[config.mk]
export PLATFORM = sky130hd
export DESIGN_NAME = m_ext_sequencer_flat
export DESIGN_NICKNAME = d
export VERILOG_FILES = /design/src/rtl/m_ext_sequencer_if.sv /design/src/rtl/m_ext_sequencer.sv /design/src/flat_wrapper.sv
export SDC_FILE = /design/constraint.sdc
export NUM_CORES = 1
export LEC_CHECK = 0
export BUFFER_PORTS_ARGS = -buffer_cell sky130_fd_sc_hd__buf_2
export CAP_MARGIN = 40
export CORE_MARGIN = 3
export CORE_UTILIZATION = 51
export CTS_BUF_LIST = sky130_fd_sc_hd__clkbuf_16
export CTS_CLUSTER_SIZE = 24
export DETAILED_ROUTE_END_ITERATION = 16
export PLACE_DENSITY_LB_ADDON = 0.05
export SLEW_MARGIN = 10
export SYNTH_ARGS = -nofsm -noshare
export SYNTH_HDL_FRONTEND = slang
export SYNTH_SLANG_ARGS = --single-unit
[constraint.sdc]
create_clock -name clk -period 3.9 [get_ports clk]
set_clock_uncertainty 0.2 [all_clocks]
set_input_delay 0.78 -clock clk [delete_from_list [all_inputs] [get_ports clk]]
set_output_delay 0.78 -clock clk [all_outputs]
set_load 0.01 [all_outputs]
[src/rtl/m_ext_sequencer_if.sv]
// Launch/result bus between the M-extension sequencer and the shared multiplier/divider units.
interface m_ext_sequencer_if;
    logic        mul_start;
    logic        div_start;
    logic        div_abort;
    logic [2:0]  unit_op;
    logic [31:0] unit_a;
    logic [31:0] unit_b;
    logic [31:0] mul_result;
    logic        div_done;
    logic [31:0] div_result;

    modport master (
        output mul_start, div_start, div_abort, unit_op, unit_a, unit_b,
        input  mul_result, div_done, div_result
    );

    modport slave (
        input  mul_start, div_start, div_abort, unit_op, unit_a, unit_b,
        output mul_result, div_done, div_result
    );
endinterface

[src/rtl/m_ext_sequencer.sv]
// EX-stage sequencer for MUL/DIV/REM: launches the pipelined multiplier or iterative divider,
// resolves divide special cases locally, and holds the result until the instruction advances.
module m_ext_sequencer #(
    parameter int MUL_LATENCY = 3,
    parameter int MAX_CYCLES  = 40
) (
    input  logic                clk,
    input  logic                rst,
    input  logic                req,
    input  logic [2:0]          funct3,
    input  logic [31:0]         rs1_data,
    input  logic [31:0]         rs2_data,
    input  logic                flush,
    input  logic                advance,
    m_ext_sequencer_if.master   unit,
    output logic                done,
    output logic [31:0]         rd_data,
    output logic                ex_stall,
    output logic                timeout_err
);

    localparam logic [1:0] IDLE     = 2'd0;
    localparam logic [1:0] MUL_WAIT = 2'd1;
    localparam logic [1:0] DIV_WAIT = 2'd2;
    localparam logic [1:0] DONE     = 2'd3;

    localparam int CW = $clog2(MAX_CYCLES + MUL_LATENCY + 1);
    localparam logic [CW-1:0] MUL_LAST = CW'(MUL_LATENCY);
    localparam logic [CW-1:0] DIV_LAST = CW'(MAX_CYCLES);
    localparam logic [CW-1:0] CNT_ONE  = CW'(1);

    logic [1:0]    state;
    logic [CW-1:0] counter;
    logic [2:0]    op_q;
    logic [31:0]   a_q;
    logic [31:0]   b_q;

    logic          accept;
    logic          is_div;
    logic          div_by_zero;
    logic          div_overflow;
    logic          div_special;
    logic          div_timeout;
    logic [31:0]   special_result;

    assign accept       = (state == IDLE) && req && !flush;
    assign is_div       = funct3[2];
    assign div_by_zero  = (rs2_data == 32'h0000_0000);
    // Only signed DIV/REM overflow; DIVU/REMU of the same operands is ordinary arithmetic.
    assign div_overflow = !funct3[0] && (rs1_data == 32'h8000_0000) && (rs2_data == 32'hFFFF_FFFF);
    assign div_special  = is_div && (div_by_zero || div_overflow);
    assign div_timeout  = (state == DIV_WAIT) && (counter == DIV_LAST) && !unit.div_done;

    always_comb begin
        special_result = 32'h0000_0000;
        if (div_by_zero) begin
            special_result = funct3[1] ? rs1_data : 32'hFFFF_FFFF;
        end else begin
            special_result = funct3[1] ? 32'h0000_0000 : 32'h8000_0000;
        end
    end

    // Operands appear on the bus in the launch cycle itself so the units see them with the start pulse.
    assign unit.mul_start = accept && !is_div;
    assign unit.div_start = accept && is_div && !div_special;
    assign unit.div_abort = (state == DIV_WAIT) && (flush || div_timeout);
    assign unit.unit_op   = accept ? funct3   : op_q;
    assign unit.unit_a    = accept ? rs1_data : a_q;
    assign unit.unit_b    = accept ? rs2_data : b_q;

    assign done     = (state == DONE);
    assign ex_stall = req && !done;

    always_ff @(posedge clk) begin
        if (!rst) begin
            state       <= IDLE;
            counter     <= '0;
            op_q        <= 3'd0;
            a_q         <= 32'h0000_0000;
            b_q         <= 32'h0000_0000;
            rd_data     <= 32'h0000_0000;
            timeout_err <= 1'b0;
        end else begin
            case (state)
                IDLE: begin
                    if (accept) begin
                        op_q <= funct3;
                        a_q  <= rs1_data;
                        b_q  <= rs2_data;
                        if (!is_div) begin
                            state       <= MUL_WAIT;
                            counter     <= CNT_ONE;
                            timeout_err <= 1'b0;
                        end else if (div_special) begin
                            state   <= DONE;
                            rd_data <= special_result;
                        end else begin
                            state       <= DIV_WAIT;
                            counter     <= CNT_ONE;
                            timeout_err <= 1'b0;
                        end
                    end
                end
                MUL_WAIT: begin
                    if (flush) begin
                        state   <= IDLE;
                        counter <= '0;
                    end else if (counter == MUL_LAST) begin
                        state   <= DONE;
                        counter <= '0;
                        rd_data <= unit.mul_result;
                    end else begin
                        counter <= counter + CNT_ONE;
                    end
                end
                DIV_WAIT: begin
                    if (flush) begin
                        state   <= IDLE;
                        counter <= '0;
                    end else if (unit.div_done) begin
                        state   <= DONE;
                        counter <= '0;
                        rd_data <= unit.div_result;
                    end else if (counter == DIV_LAST) begin
                        state       <= DONE;
                        counter     <= '0;
                        rd_data     <= 32'h0000_0000;
                        timeout_err <= 1'b1;
                    end else begin
                        counter <= counter + CNT_ONE;
                    end
                end
                DONE: begin
                    if (flush || advance) begin
                        state <= IDLE;
                    end
                end
                default: begin
                    state <= IDLE;
                end
            endcase
        end
    end

endmodule
[src/flat_wrapper.sv]
// flat-port wrapper written by rule: the top's interface ports become plain ports
module m_ext_sequencer_flat 
#(
    parameter int MUL_LATENCY = 3,
    parameter int MAX_CYCLES  = 40
)
  (clk, rst, req, funct3, rs1_data, rs2_data, flush, advance, done, rd_data, ex_stall, timeout_err, unit_mul_start, unit_div_start, unit_div_abort, unit_unit_op, unit_unit_a, unit_unit_b, unit_mul_result, unit_div_done, unit_div_result);
  m_ext_sequencer_if unit_i ();
  input  logic clk;
  input  logic rst;
  input  logic req;
  input  logic [2:0] funct3;
  input  logic [31:0] rs1_data;
  input  logic [31:0] rs2_data;
  input  logic flush;
  input  logic advance;
  output logic done;
  output logic [31:0] rd_data;
  output logic ex_stall;
  output logic timeout_err;
  output wire logic [$bits(unit_i.mul_start)-1:0] unit_mul_start;
  output wire logic [$bits(unit_i.div_start)-1:0] unit_div_start;
  output wire logic [$bits(unit_i.div_abort)-1:0] unit_div_abort;
  output wire logic [$bits(unit_i.unit_op)-1:0] unit_unit_op;
  output wire logic [$bits(unit_i.unit_a)-1:0] unit_unit_a;
  output wire logic [$bits(unit_i.unit_b)-1:0] unit_unit_b;
  input wire logic [$bits(unit_i.mul_result)-1:0] unit_mul_result;
  input wire logic [$bits(unit_i.div_done)-1:0] unit_div_done;
  input wire logic [$bits(unit_i.div_result)-1:0] unit_div_result;
  assign unit_mul_start = unit_i.mul_start;
  assign unit_div_start = unit_i.div_start;
  assign unit_div_abort = unit_i.div_abort;
  assign unit_unit_op = unit_i.unit_op;
  assign unit_unit_a = unit_i.unit_a;
  assign unit_unit_b = unit_i.unit_b;
  assign unit_i.mul_result = unit_mul_result;
  assign unit_i.div_done = unit_div_done;
  assign unit_i.div_result = unit_div_result;
  m_ext_sequencer #(.MUL_LATENCY(MUL_LATENCY), .MAX_CYCLES(MAX_CYCLES)) u_core (.clk(clk), .rst(rst), .req(req), .funct3(funct3), .rs1_data(rs1_data), .rs2_data(rs2_data), .flush(flush), .advance(advance), .unit(unit_i), .done(done), .rd_data(rd_data), .ex_stall(ex_stall), .timeout_err(timeout_err));
endmodule
# Word level (Yosys, flattened, before mapping)

Cells that the tools add are included.

Word-level logic and storage cells: 98
Output and inout bits: 105
Input bits: 137
Register bits: 108

Reduce and logical (&&, ||, !) cells: 29
Muxes and demuxes: 41
Add/sub/neg operators: 1
Equality and inequality tests: 20

Operators by type and width:

| kind                                                  | number |
|---|---|
| 2-to-1 mux 32 bit                                     | 13 |
| one-hot mux 32 bit (3 select lines)                   | 1 |
| equality test 32 bit, second input constant           | 2 |
| 2-to-1 mux 6 bit                                      | 8 |
| logical NOT 32 bit                                    | 1 |
| one-hot mux 6 bit (3 select lines)                    | 1 |
| 2-to-1 mux 2 bit                                      | 8 |
| logical AND 1 bit                                     | 12 |
| inequality test 2 bit, second input constant          | 6 |
| one-hot mux 2 bit (4 select lines)                    | 1 |
| AND reduction 8 bit                                   | 1 |
| 2-to-1 mux 1 bit                                      | 7 |
| adder 6 x 1 -> 6 bit, second input constant           | 1 |
| equality test 6 x 2 -> 1 bit, second input constant   | 1 |
| equality test 6 bit, second input constant            | 1 |
| logical NOT 1 bit                                     | 6 |
| inequality test 2 x 1 -> 1 bit, second input constant | 3 |
| inequality test 3 bit, second input constant          | 2 |
| AND reduction 6 bit                                   | 1 |
| equality test 2 bit, second input constant            | 2 |
| inequality test 4 bit, second input constant          | 1 |
| AND reduction 4 bit                                   | 1 |
| logical OR 1 bit                                      | 3 |
| 2-to-1 mux 3 bit                                      | 1 |
| 7 further kinds                                       | 7 |

# Logic depth before layout (Yosys ltp)

Gate-level depths: netlist of the first run.

Word-level depth: 9
Gate-level depth with buffers: 11
Gate-level depth less buffers: 8

# Least setup slack after synthesis of the first run

No wires, ideal clock.

Path type: input -> output
Start: in rs1_data[21]
End: out unit_div_start
Path slack: 0.885 ns
Path buffers: 0
Data required time: 2.920 ns
Stages on the path: 6
Arrival time: 2.035 ns
Cell sequence: nand4b_1 or4_4 nor4_4 a21oi_1 nand2_1 nor2_1

Cells in the longest elaborated chain, start to end: 7

RTL lines:

| element                         | line                  | text |
|---|---|---|
| from (decl)                     | flat_wrapper.sv:13    | `input logic [31:0] rs1_data;` |
| equality test 32 bit            | m_ext_sequencer.sv:50 | `assign div_overflow = !funct3[0] && (rs1_data == 32'h8000_0000) && (rs2_data == 32'hFFFF_FFFF);` |
| logical AND 1 bit (2 in series) | m_ext_sequencer.sv:50 |  |
| logical OR 1 bit                | m_ext_sequencer.sv:51 | `assign div_special = is_div && (div_by_zero \|\| div_overflow);` |
| logical AND 1 bit               | m_ext_sequencer.sv:51 |  |
| logical NOT 1 bit               | m_ext_sequencer.sv:65 | `assign unit.div_start = accept && is_div && !div_special;` |
| logical AND 1 bit               | m_ext_sequencer.sv:65 |  |
| to (decl)                       | flat_wrapper.sv:22    | `output wire logic [$bits(unit_i.div_start)-1:0] unit_div_start;` |

No other way between the ends.

# Worst setup path after layout of the first run

Same ends and word-level chain as after synthesis.

==> flow_summary_export.csv, run 1 <==
group,metric,value,unit
status,outcome,"complete, no violations",
synthesis,synthesis.nets,682,
clocking,clkTransAtPathRegs,0.07,ns
sta,drv_slew,0,
sta,relSlewSlack,0.505,
floorplanning,die_area,0.0118,mm²
place,dp_hpwl,12500,µm
critical_path,start_kind,"primary input",
floorplanning,row_count,36,
synthesis,ys_types,47,
sta,min_period,3.42,ns
grt,grt-ovfl-total,0,
pwr,cellPowerDensity,602,mW/mm²
clocking,hold_buffers,0,
detailed_routing,ant_nets,0,
detailed_routing,drt_drc_violations_left,0,
sta,rsz0062_at_grt,"false",
detailed_routing,via_count,5125,
grt,gr-usage-all-layers,0.272,
clocking,h-tree-depth,3,
critical_path,cp.required,2.92,ns
sta,period_share,0.878,
synthesis,ys.flop_type,"dfxtp_1",
detailed_routing,drtPass1Iterations,5,
synthesis,synth_warnings,0,
synthesis,synth_edf_count,0,
pwr,power,0.00419,W
detailed_routing,finalWirelength,16500,µm
critical_path,worstPathArrival,2.44,ns
clocking,cts-resized-gates,0,
floorplanning,initial_core_util,0.535,
critical_path,crit_type,"in -> out",
cells_and_area,area_delta_synth_final,30.2,%
synthesis,synth_area_leaders,"dfxtp_1 40%, mux2_2 14%, and2_1 8.1%",
critical_path,cpPeakStageDelay,0.55,ns
critical_path,cp_cell_sequence,"buf_2, nand4b_1, or4_4, nor4_4, a21oi_1, nand2_1, nor2_1, buf_2",
detailed_routing,via_per_inst,5.71,
clocking,ctsRootBufferMaster,"clkbuf_16",
clocking,worstSkewPairLatency,0.35,ns
place,placed_area,0.00664,mm²
place,port_buffers,241,
floorplanning,die_h,108,µm
critical_path,cp_common_cell,"buf_2",
flow_run,maxCapViolCount,0,
cells_and_area,fin_nets,901,
cells_and_area,nFillCells,839,
floorplanning,fp.dieW,108,µm
cells_and_area,utilization,0.697,
place,routabilityCongestion,0.863,
clocking,cts_setup_buffers,0,
clocking,clockBufferDepth,2,
clocking,cts_buffers,9,
synthesis,seq_area_frac_synth,0.404,
grt,antenna_found_initial,1,
detailed_routing,drt_iter0_markers,361,
cells_and_area,most-common-layout-cells,"241 x buf_2, 108 x dfxtp_1, 69 x and2_1",
sta,setup_violations,0,
cells_and_area,drive_gt1_frac,0.444,
synthesis,syn_area_per_cell,9.93,µm²
synthesis,syn_area,0.00535,mm²
sta,worst_pin_slew,0.742,ns
detailed_routing,wl_per_cell,18.4,µm
min_path,hold_class,"reg -> reg",
floorplanning,coreArea,0.0100,mm²
floorplanning,ios,242,
synthesis,ys_async_sr_fraction,0,
critical_path,cp_slowest_cell,"or4_4",
sta,hold_viol,0,
cells_and_area,final_common_cell,"buf_2",
grt,grt_pass1_vias,4751,
grt,grt_first_pass_wirelength,24900,µm
pwr,p_leak,3.45,nW
synthesis,synth_seq_cells,108,
synthesis,synth_top_area_share,0.404,
pwr,ir_worst_vdd,0.319,mV
critical_path,critPathMaxFanout,3,
cells_and_area,finalInstanceArea,0.00697,mm²
synthesis,netlist_instances,539,
clocking,cts_tree,"built",
sta,clock.fmax,0.292,GHz
sta,tns,0,ns
critical_path,worstSetupEndpointType,"primary output",
clocking,clkSinkCount,108,
grt,grt_max_degree,74,
synthesis,synth_area_leader_cell,"dfxtp_1",
## path summary, 6_finish.rpt
check                startpoint            endpoint  slack, ns  cells past startpoint
max                rs1_data[21]      unit_div_start       0.48                      8
min          u_core.rd_data[13]  u_core.rd_data[13]       0.26                      2
max reg2reg     u_core.state[1]   u_core.counter[4]       0.96                      9
min reg2reg  u_core.rd_data[13]  u_core.rd_data[13]       0.26                      2
## per-layer routing
metal  routed length [µm]  track usage  part of all wire
met5                    0            0                 0
met4                  302       0.0947             0.018
met3                 1350       0.0663             0.082
met2                 8060        0.438              0.49
met1                 6770        0.355              0.41
## logic make-up (layout without fill, tap and decap cells)
group                    after synthesis  count (layout)  synth area share
AND/OR/NAND/NOR                      178             178             0.190
flip-flops                           108             108             0.404
multiplexers                         102             102             0.207
AO/OA/AOI/OAI                         95              95             0.145
buffers and inverters                 50             274            0.0407
adder cells (fa/ha/maj)                6               6            0.0140
other                                  0               1                 0
## layout make-up
type	count	area (µm²)	area share
Tap cell	133	166	0.0239
Multi-Input combinational cell	381	2970	0.427
Antenna cell	1	2.50	0.000359
Timing Repair Buffer	251	1310	0.189
Sequential cell	108	2160	0.310
Clock buffer	9	225	0.0323
Inverter	7	26.3	0.00377
Clock inverter	7	97.6	0.0140
## where the power goes
part / switching, W / total (W) / internal (W)
clock network: 0.000429 / 0.000997 / 0.000568
registers: 0.0000530 / 0.00128 / 0.00123
logic: 0.00105 / 0.00191 / 0.000860
total: 0.00154 / 0.00419 / 0.00266
## per-stage QoR
step,hold WS [ns],worst slack (ns),instances
after floorplan,0.273,0.885,539
after global placement,0.245,0.499,879
after detailed placement,0.250,0.480,880
after CTS,0.262,0.474,896
after global routing,0.278,0.318,897
final,0.258,0.476,897
## critical path, delay by kind of cell
| kind | cells | cell delay, ns |
|---|---|---|
| compound gates | 1 | 0.17 |
| buf+inv | 2 | 0.27 |
| simple gates | 5 | 1.22 |
## flip-flops by register name (all words and copies together) (netlist names)
name / flops
u_core.op_q: 3
u_core.state: 2
u_core.counter: 6
u_core.b_q: 32
u_core.rd_data: 32
u_core.a_q: 32
u_core.timeout_err: 1
## synth_stat cells (all sizes together) (2+ instances only)
| cell type | count |
|---|---|
| a21o | 3 |
| a21oi | 6 |
| a221o | 32 |
| a31o | 2 |
| and2 | 69 |
| and3 | 4 |
| buf | 5 |
| clkbuf | 38 |
| dfxtp | 108 |
| ha | 6 |
| inv | 6 |
| mux2 | 68 |
| mux2i | 34 |
| nand2 | 47 |
| nand2b | 4 |
| nand3 | 4 |
| nand3b | 4 |
| nand4 | 10 |
| nand4b | 2 |
| nor2 | 6 |
| nor2b | 2 |
| nor3 | 3 |
| nor4 | 16 |
| o211a | 2 |
| o211ai | 31 |
| o21a | 3 |
| o21ai | 6 |
| o311ai | 2 |
| or4 | 2 |
Power figures use the tool's default switching activity.
==> run 2: changes to the inputs <==
- REMOVE_ABC_BUFFERS: unset -> 1
==> run 2 against run 1 <==
- cell count unchanged
- register-to-register slack worse by 0.03 ns
- final area down 0.92%
- via count down 1.2%
- die area unchanged
- critical path depth unchanged
- first-iteration DRC count down 24%
- global-route usage about the same
- sequential power about the same
- non-clock buffer count up 1
- combinational power about the same
- hold slack better by 0.0024 ns
- critical path type unchanged
- largest cell class unchanged
==> flow_summary_export.csv, run 2 (synthesis gave the netlist of run 1 again) <==
group,metric,value,unit
status,outcome,"complete, no violations",
place,routabilityCongestion,0.823,
detailed_routing,drt_iter0_markers,276,
floorplanning,coreArea,0.0100,mm²
sta,worst_pin_slew,0.875,ns
clocking,clockBufferDepth,2,
clocking,cts_tree,"built",
critical_path,start_kind,"primary input",
detailed_routing,via_count,5063,
place,dp_hpwl,12300,µm
detailed_routing,drtPass1Iterations,4,
min_path,worstHoldStart,"u_core.rd_data[13]",
clocking,hold_buffers,0,
floorplanning,ios,242,
cells_and_area,fin_nets,902,
sta,setup_violations,0,
clocking,cts_buffers,9,
pwr,cellPowerDensity,587,mW/mm²
clocking,h-tree-depth,3,
grt,grt_first_pass_wirelength,25100,µm
pwr,p_leak,3.41,nW
cells_and_area,drive_gt1_frac,0.442,
critical_path,crit_type,"in -> out",
sta,min_period,3.39,ns
sta,tns,0,ns
critical_path,reg2regPathDepth,9,
critical_path,r2r-start,"u_core.state[0]",
sta,relSlewSlack,0.417,
floorplanning,die_area,0.0118,mm²
clocking,cts_setup_buffers,0,
sta,clock.fmax,0.295,GHz
min_path,holdPathEnd,"u_core.rd_data[13]",
floorplanning,die_h,108,µm
critical_path,r2r_end,"u_core.counter[5]",
place,port_buffers,241,
critical_path,worstSetupEndpointType,"primary output",
grt,gr-usage-all-layers,0.272,
clocking,cts-resized-gates,0,
pwr,ir_worst_vdd,0.295,mV
cells_and_area,reg_top3,"u_core.a_q x32, u_core.b_q x32, u_core.rd_data x32",
critical_path,worstPathArrival,2.41,ns
critical_path,critPathMaxFanout,3,
grt,grt_max_degree,59,
floorplanning,row_count,36,
floorplanning,fp.dieW,108,µm
sta,whs,0.261,ns
clocking,clkTransAtPathRegs,0.07,ns
cells_and_area,n_antenna_cell,0,
clocking,worstSkewPairLatency,0.34,ns
flow_run,maxCapViolCount,0,
grt,grt-ovfl-total,0,
cells_and_area,final_common_cell,"buf_2",
min_path,hold_class,"reg -> reg",
detailed_routing,via_per_inst,5.64,
sta,period_share,0.870,
detailed_routing,drt_drc_violations_left,0,
grt,grt_pass1_vias,4921,
cells_and_area,most-common-layout-cells,"241 x buf_2, 108 x dfxtp_1, 69 x and2_1",
floorplanning,initial_core_util,0.535,
clocking,clkSinkCount,108,
grt,antenna_found_initial,0,
critical_path,r2r_slack,0.93,ns
cells_and_area,utilization,0.690,
cells_and_area,area_delta_synth_final,29.0,%
sta,rsz0062_at_grt,"false",
detailed_routing,ant_nets,0,
sta,drv_slew,0,
detailed_routing,wl_per_cell,18.2,µm
detailed_routing,finalWirelength,16400,µm
sta,hold_viol,0,
critical_path,cp.required,2.92,ns
min_path,hold_depth,2,
clocking,ctsRootBufferMaster,"clkbuf_16",
-- run 2: per-stage QoR --
step	setup WS, ns	instances	area, µm²	total power (W)
after floorplan	-0.669	496	5160	0.00255
after global placement	0.528	880	6610	0.00316
after detailed placement	0.496	881	6630	0.00320
after CTS	0.489	897	6900	0.00406
after global routing	0.397	897	6900	0.00430
final	0.505	897	6900	0.00405
-- run 2: power breakdown --
part           internal (W)  switching, W  total [W]
clock network      0.000436      0.000420   0.000856
logic              0.000847       0.00107    0.00192
registers           0.00123     0.0000504    0.00128
-- run 2: worst max-delay path by stage --
stage | startpoint | to | slack [ns] | depth (start not counted)
after CTS | rs1_data[21] | unit_div_start | 0.49 | 8
after global placement | rs1_data[21] | unit_div_start | 0.53 | 8
after floorplan | req | u_core.rd_data[0] | -0.67 | 5
final | rs1_data[21] | unit_div_start | 0.51 | 8
after detailed placement | rs1_data[21] | unit_div_start | 0.50 | 8
after global routing | rs1_data[21] | unit_div_start | 0.40 | 8
-- run 2: critical path: stages --
cell,delay (ns)
buf_2,0.12
nand4b_1,0.18
or4_4,0.55
nor4_4,0.32
a21oi_1,0.16
nand2_1,0.11
nor2_1,0.04
buf_2,0.15
-- run 2: routing by layer --
| metal | vias to the layer above | wire length (µm) | GRT usage |
|---|---|---|---|
| li1 | 2427 | - | - |
| met4 | 0 | 260 | 0.0757 |
| met3 | 26 | 1180 | 0.0561 |
| met5 | - | 0 | 0 |
| met2 | 202 | 8000 | 0.474 |
| met1 | 2408 | 6920 | 0.338 |
-- run 2: area by class of cell --
type                            instances  area [µm²]
Inverter                                7        26.3
Clock inverter                          7        48.8
Clock buffer                            9         225
Timing Repair Buffer                  252        1300
Sequential cell                       108        2160
Fill cell                             855        3100
Tap cell                              133         166
Multi-Input combinational cell        381        2970
==> run 3: changes to the inputs <==
==> constraint.sdc (replaced) <==
create_clock -name clk -period 3.9 [get_ports clk]
set_clock_uncertainty 0.2 [all_clocks]
set_input_delay 0.39 -clock clk [delete_from_list [all_inputs] [get_ports clk]]
set_output_delay 0.39 -clock clk [all_outputs]
set_load 0.01 [all_outputs]
==> run 3 against run 2 <==
- combinational power about the same
- total power up 2.3%
- register-to-register slack better by 0.11 ns
- via count down 1.1%
- maximum frequency grew 17%
- routed wire length fell by 1.0%
- largest cell class unchanged
- highest routed layer unchanged
==> flow_summary_export.csv, run 3 (synthesis gave the netlist of run 1 again) <==
group,metric,value,unit
min_path,hold_class,"in -> reg",
detailed_routing,wl_per_cell,18.1,µm
cells_and_area,fin_nets,903,
cells_and_area,final_common_cell,"buf_2",
detailed_routing,drt_drc_violations_left,0,
critical_path,crit_type,"reg -> out",
pwr,p_leak,3.44,nW
critical_path,worstPathArrival,2.31,ns
grt,grt_first_pass_wirelength,24800,µm
grt,antenna_found_initial,0,
detailed_routing,ant_nets,0,
cells_and_area,reg_top3,"u_core.a_q x32, u_core.b_q x32, u_core.rd_data x32",
cells_and_area,most-common-layout-cells,"241 x buf_2, 108 x dfxtp_1, 69 x and2_1",
cells_and_area,n_antenna_cell,0,
sta,clock.fmax,0.345,GHz
sta,tns,0,ns
pwr,ir_worst_vdd,0.369,mV
floorplanning,initial_core_util,0.535,
pwr,power,0.00415,W
sta,setup_violations,0,
critical_path,cp_cell_sequence,"inv_1, ha_1, nand3b_1, buf_4, mux2_2, buf_2",
floorplanning,coreArea,0.0100,mm²
status,outcome,"complete, no violations",
floorplanning,ios,242,
clocking,h-tree-depth,3,
cells_and_area,fin_cells,896,
detailed_routing,drtPass1Iterations,4,
critical_path,worstSetupEndpointType,"primary output",
floorplanning,die_area,0.0118,mm²
pwr,cellPowerDensity,597,mW/mm²
clocking,cts_buffers,9,
critical_path,cp.required,3.31,ns
clocking,cts_tree,"built",
detailed_routing,via_count,5005,
detailed_routing,drt_iter0_markers,222,
clocking,cts_setup_buffers,0,
clocking,clockBufferDepth,2,
floorplanning,fp.dieW,108,µm
clocking,worstSkewPairLatency,0.34,ns
cells_and_area,multiInputGateArea,0.00297,mm²
cells_and_area,drive_gt1_frac,0.444,
cells_and_area,nFillCells,846,
sta,min_period,2.90,ns
clocking,hold_buffers,0,
sta,rsz0062_at_grt,"false",
critical_path,cp_slowest_cell,"buf_4",
clocking,cts-resized-gates,0,
grt,grt-ovfl-total,0,
place,dpl.cell_count,882,
place,port_buffers,241,
critical_path,crit_family,"buffers and inverters",
floorplanning,row_count,36,
sta,period_share,0.743,
cells_and_area,ff_latch_area,0.00216,mm²
sta,worst_pin_slew,0.723,ns
clocking,ctsRootBufferMaster,"clkbuf_16",
place,dp_hpwl,12400,µm
sta,drv_slew,0,
floorplanning,die_h,108,µm
cells_and_area,area_delta_synth_final,29.8,%
place,routabilityCongestion,0.844,
critical_path,critPathMaxFanout,37,
detailed_routing,via_per_inst,5.59,
clocking,clkSinkCount,108,
grt,grt_max_degree,44,
flow_run,maxCapViolCount,0,
critical_path,cp.buffers_inverters,3,
critical_path,cpPeakStageDelay,0.43,ns
clocking,clkTransAtPathRegs,0.07,ns
detailed_routing,finalWirelength,16200,µm
sta,hold_viol,0,
critical_path,start_kind,"flip-flop",
grt,gr-usage-all-layers,0.268,
sta,relSlewSlack,0.518,
cells_and_area,utilization,0.695,
grt,grt_pass1_vias,5006,
## run 3: cell count changes in the layout (fill, tap and decap cells not counted), moves of 2 or more
cell and delta:
bufinv_16 +2, clkinv_1 -2, clkinv_2 +2, clkinvlp_4 -2
inv_6 -3
## run 3: metal layers
metal | up-vias | track usage | routed length, µm
met5 | - | 0 | 0
met4 | 0 | 0.0902 | 287
met3 | 21 | 0.0525 | 1230
met2 | 197 | 0.489 | 8070
met1 | 2358 | 0.312 | 6610
li1 | 2429 | - | -
## run 3: cell type report
class | instances | share of cell area
multi-input cells | 381 | 0.428
flip-flops and latches | 108 | 0.311
repair buffers | 253 | 0.189
clock buffers | 9 | 0.0324
well taps | 133 | 0.0240
clock inverters | 5 | 0.0113
inverters | 7 | 0.00378
## run 3: power by group
group	leakage [nW]	total [W]	internal, W	switching (W)
registers	0.878	0.00128	0.00123	0.0000497
clock network	0.151	0.000957	0.000555	0.000402
logic	2.41	0.00191	0.000856	0.00105
total	3.44	0.00415	0.00264	0.00151
## run 3: per-stage QoR
stage,hold slack (ns),worst slack [ns],instance area (µm²)
after floorplan,0.273,-0.511,5160
after global placement,0.243,1.08,6610
after detailed placement,0.249,1.09,6640
after CTS,0.184,0.995,6950
after global routing,0.218,0.867,6950
final,0.189,1.00,6950
## run 3: final timing paths
kind | slack, ns | cells after the start | from | endpoint
setup / recovery | 1.00 | 6 | u_core.state[0] | unit_unit_a[7]
hold / removal | 0.19 | 3 | rs1_data[16] | u_core.rd_data[16]
setup reg to reg | 1.04 | 8 | u_core.state[0] | u_core.rd_data[5]
hold reg to reg | 0.25 | 2 | u_core.rd_data[16] | u_core.rd_data[16]
## run 3: tightest hold or removal path, delay by kind of cell
kind                   cells  cell delay, ns
multiplexers               1            0.11
buffers and inverters      1            0.10
AO/OA/AOI/OAI              1            0.09
